==> src/rtl/demux1x8_stage.sv <==
`timescale 1ns/1ps
// Registered 1-to-8 steering stage: valid/ready input, one-hot destination valid
// on a shared data bus, two-entry skid buffer for full throughput with registered in_ready.
//
// state | meaning
// EMPTY | no word buffered, out_valid = 0
// ONE   | main register holds the head word
// TWO   | main holds head, skid holds the next word, in_ready low
module demux1x8_stage #(
  parameter int width = 1
) (
  input  logic             clk,
  input  logic             rst_n,
  input  logic             flush,
  input  logic             in_valid,
  output logic             in_ready,
  input  logic [width-1:0] in_data,
  input  logic [2:0]       in_sel,
  output logic [7:0]       out_valid,
  input  logic [7:0]       out_ready,
  output logic [width-1:0] out_data,
  output logic [1:0]       occ
);

  localparam logic [1:0] EMPTY = 2'd0;
  localparam logic [1:0] ONE   = 2'd1;
  localparam logic [1:0] TWO   = 2'd2;

  logic [1:0]       occ_q, occ_d;
  logic [width-1:0] main_data_q, main_data_d;
  logic [2:0]       main_sel_q, main_sel_d;
  logic [width-1:0] skid_data_q, skid_data_d;
  logic [2:0]       skid_sel_q, skid_sel_d;
  logic             in_ready_q, in_ready_d;
  logic             in_fire, out_fire;

  assign in_fire  = in_valid & in_ready_q;
  // Only the selected destination's ready can complete a transfer.
  assign out_fire = (occ_q != EMPTY) & out_ready[main_sel_q];

  always_ff @(posedge clk or negedge rst_n) begin
    if (!rst_n) begin
      occ_q       <= EMPTY;
      main_data_q <= '0;
      main_sel_q  <= '0;
      skid_data_q <= '0;
      skid_sel_q  <= '0;
      in_ready_q  <= 1'b0;
    end else begin
      occ_q       <= occ_d;
      main_data_q <= main_data_d;
      main_sel_q  <= main_sel_d;
      skid_data_q <= skid_data_d;
      skid_sel_q  <= skid_sel_d;
      in_ready_q  <= in_ready_d;
    end
  end

  always_comb begin
    occ_d       = occ_q;
    main_data_d = main_data_q;
    main_sel_d  = main_sel_q;
    skid_data_d = skid_data_q;
    skid_sel_d  = skid_sel_q;
    if (flush) begin
      occ_d = EMPTY;
    end else begin
      case (occ_q)
        EMPTY: begin
          if (in_fire) begin
            occ_d       = ONE;
            main_data_d = in_data;
            main_sel_d  = in_sel;
          end
        end
        ONE: begin
          if (in_fire && out_fire) begin
            main_data_d = in_data;
            main_sel_d  = in_sel;
          end else if (in_fire) begin
            occ_d       = TWO;
            skid_data_d = in_data;
            skid_sel_d  = in_sel;
          end else if (out_fire) begin
            occ_d = EMPTY;
          end
        end
        TWO: begin
          if (out_fire) begin
            occ_d       = ONE;
            main_data_d = skid_data_q;
            main_sel_d  = skid_sel_q;
          end
        end
        default: occ_d = EMPTY;
      endcase
    end
    in_ready_d = (occ_d != TWO);
  end

  always_comb begin
    out_valid = (occ_q != EMPTY) ? (8'b1 << main_sel_q) : 8'b0;
    out_data  = main_data_q;
    occ       = occ_q;
    in_ready  = in_ready_q;
  end

endmodule

==> config.mk <==
export PLATFORM = sky130hd
export DESIGN_NAME = demux1x8_stage
export DESIGN_NICKNAME = d
export VERILOG_FILES = /design/src/rtl/demux1x8_stage.sv
export SDC_FILE = /design/constraint.sdc
export NUM_CORES = 1
export LEC_CHECK = 0
export ABC_AREA = 1
export BUFFER_PORTS_ARGS = -buffer_cell sky130_fd_sc_hd__buf_2
export CORE_ASPECT_RATIO = 0.9
export CORE_MARGIN = 2
export CORE_UTILIZATION = 47
export CTS_CLUSTER_SIZE = 30
export DETAILED_ROUTE_END_ITERATION = 16
export GPL_ROUTABILITY_DRIVEN = 1
export GPL_TIMING_DRIVEN = 0
export HOLD_SLACK_MARGIN = 0.06
export PLACE_DENSITY = 0.82
export SLEW_MARGIN = 20
export SYNTH_ARGS = -nofsm -noshare
export SYNTH_HDL_FRONTEND = slang
export SYNTH_SLANG_ARGS = --single-unit
==> constraint.sdc <==
create_clock -name clk -period 1.7 [get_ports clk]
set_input_delay 0.085 -clock clk [delete_from_list [all_inputs] [get_ports clk]]
set_output_delay 0.085 -clock clk [all_outputs]
set_load 0.05 [all_outputs]
==> summary by stage <==
Status
The flow ran to the end, and the final reports show no timing, DRC or antenna violations.

Timing
The setup-violating endpoint count in the final report is 0. The pin slew with the least headroom to its limit is 399 ps. Setup repair after global routing left no endpoint under its margin.

The worst slew margin relative to its limit is 73.4%. The worst-case hold slack is 72.0 ps. The number of pins with negative max-slew slack in the final report came to 0. The clock skew after layout is 2.62 ps. The slack of the critical path is 235 ps.

The hold violation count in the final report is 0. The maximum clock frequency is 682 MHz. The share of the cycle needed by the critical path after routing is 86.2%. The post-route minimum period is 1470 ps.

Logic synthesis
The library cell with the largest summed area after synthesis is dfrtp_1. The number of warning messages in the yosys log is 0. The post-synthesis cell type count is 15. Summing the areas of all fa, ha and maj instances in the mapped netlist gives 0% of the synthesized area. The share of synthesized area in the top cell type comes to 37.5%. In this run the cell area of the synthesized design comes to 733 µm². For this run, the leading register cell type out of synthesis is dfrtp_1. The net count of the mapped netlist is 124. Yosys instantiated no cell more often than nand2_1. Measured against the total synthesized area, the mux share comes to 0%.

In this run, synthesis inferred 0 flip-flops with an integrated enable. Each instance of the synthesized netlist takes up on average 6.79 µm². After Yosys synthesis, XOR and XNOR cells account for 0% of the synthesized area. The largest family of logic cells by synthesized area is simple AND/OR/NAND/NOR gates. The synthesized-area fraction occupied by ao, oa, aoi and oai cells is 9.73%. Sorting the synthesized cells by how often they occur yields nand2_1, nor2_1, inv_1, dfrtp_1, nand3_1. The simple-gate area share of the yosys netlist is 43.9%.

The number of synthesized register bits is 11. By area the synthesized netlist is led by dfrtp_1, nand2_1, nor2_1. The share of synthesized flip-flops with an asynchronous set or reset is 100%. The fraction of the yosys area taken by sequential cells is 37.5%.

The count of mapped cells out of synthesis is 108.

Clocking
The clock latency of the later-clocked register in the worst-skew pair is 260 ps. The buffer depth of the longest clock path is 2. The level count of the clock H-tree is 1.

TritonCTS built the clock tree. The clock transition at the registers of the reported paths is 70 ps. The number of clock buffers inserted by TritonCTS is 3.

The number of sinks on the clock net is 11. The CTS root buffer is clkbuf_4.

Routing
The vias per cell is 4.93. The first-pass detailed-route iteration total is 5. The number of DRC violations after detailed-routing iteration 0 is 19. After detailed routing, the number of remaining DRC violations is 0. The aggregate routed wire length is 1.59 mm.

The final route contains 764 vias. In the final routed layout, each cell accounts on average for 10.3 µm. In this run the remaining antenna-violating nets after routing total 0.

Final layout
The share of post-route cells with drive strength above 1 is 31.4%. The count of non-filler cells in the finished layout is 155. The register area is 275 µm². The layout has 127 filler cells.

The total inserted antenna cells is 0. The area of combinational cells with multiple inputs is 393 µm². Summing all non-filler instances in the final layout gives an area of 923 µm².

The area growth from synthesis to final layout is 25.9%. For this run, the post-layout net count is 157.

GRT
Global routing consumed, over all layers together, 18.2% of the routing resources. The total grt overflow is 0. The number of global-route vias before repair was 651. The first global-routing pass estimated 2.60 mm of wire.

The pin count of the biggest net entering global routing is 12. The initial antenna violation count came to 0.

Floorplanning
For this configuration, the core starts out at a cell density of 50.6%. The die outline area is 0.00189 mm². The die is 41.5 µm tall. In this run the horizontal extent of the chip is 45.6 µm. The core box area is 0.00145 mm². The count of pins on the block boundary is 28. The initialized floorplan defines 13 standard-cell rows.

Critical path
The sort of element at the start of the critical path is a flop. At the worst endpoint, the required time is 1620 ps. Data on the critical path arrives at its endpoint at 1380 ps. The worst setup path is captured at an output pin. The start-to-end type of the worst setup path is reg -> out.

Along the worst path, the maximum fanout reaches 5.

Placement
The HPWL after detailed placement is 1.23 mm. The final weighted congestion in routability-driven placement is 0.789. The post-place instance area is 887 µm². The number of placed cells counting well taps is 150.

The worst setup slack before clock tree synthesis is 293 ps. The count of input and output buffers is 27.

Pwr
The analysis attributes to cell leakage a power of 0.525 nW. The highest ir drop seen on vdd is 791 µV. Power spread over the standard cell area amounts to 1600 mW/mm².

Worst hold path
In this run the worst hold path is classified as in -> reg.

Flow run
The tool flagged a number of max-cap violations equal to 0.
[worst paths after layout]
path | slack [ps] | startpoint | to | cells after the start
setup / recovery | 230 | occ[1] | out_valid[2] | 5
max in group asynchronous | 1270 | rst_n | main_sel_q[2] | 2
hold / removal | 70 | in_data | skid_data_q | 3
setup reg to reg | 290 | main_sel_q[0] | main_sel_q[1] | 11
min in group asynchronous | 240 | rst_n | main_sel_q[1] | 2
hold reg to reg | 470 | out_data | out_data | 2
[critical path, stage by stage, from the launching register on]
cell and delay (ps):
dfrtp_1 420, nor2_1 190, inv_1 110, nand2_1 130, nor2_1 50, buf_2 210
[area by class of cell]
cell class | count | share of cell area (%)
Multi-Input combinational cell | 83 | 42.5
Sequential cell | 11 | 29.8
Timing Repair Buffer | 28 | 15.7
Inverter | 13 | 5.83
Clock buffer | 4 | 2.85
Tap cell | 15 | 2.03
Buffer | 1 | 1.22
[kinds of logic (layout without fill, tap and decap cells)]
family	Yosys count	after routing
AO/OA/AOI/OAI	12	12
buffers and inverters	14	46
flip-flops	11	11
AND/OR/NAND/NOR	71	71
[metrics by stage]
stage,TNS (ps),power (mW),util (%)
finish,0,1.48,63.8
global route,0,1.60,63.8
CTS,0,1.48,63.8
detailed placement,0,1.30,61.3
global placement,0,1.27,61.3
floorplan,-229,1.13,-
[metal layers]
metal	GRT usage (%)	routed length, µm
met5	0	0
met4	8.82	14
met3	1.30	114
met2	29.9	747
met1	23.5	714
[registers in the layout, indices dropped and copies added (netlist names)]
register / flops
in_ready: 1
main_sel_q: 3
skid_data_q: 1
skid_sel_q: 3
occ: 2
out_data: 1
[cells in the final DEF, fill, tap and decap left out, types with 2 or more instances in the layout]
cell,n
a21oi_1,2
buf_2,27
clkbuf_4,3
dfrtp_1,11
inv_1,12
nand2_1,41
nand2_2,5
nand3_1,6
nand3_2,4
nor2_1,13
o21ai_0,5
o21ai_1,4
[report_power, final]
| group | internal (mW) | switching [mW] |
|---|---|---|
| combinational | 0.252 | 0.600 |
| sequential | 0.367 | 0.0813 |
| clock | 0.0907 | 0.0878 |
[repair_timing]
item / 4_1_cts / 5_1_grt
setup endpoints to repair: 0 / 0
buffers inserted: 0 / 0
resized for setup: 0 / 0
hold endpoints to repair: 11 / 0
hold buffers: 1 / 0
No activity file was read; power rests on OpenSTA's default activity.
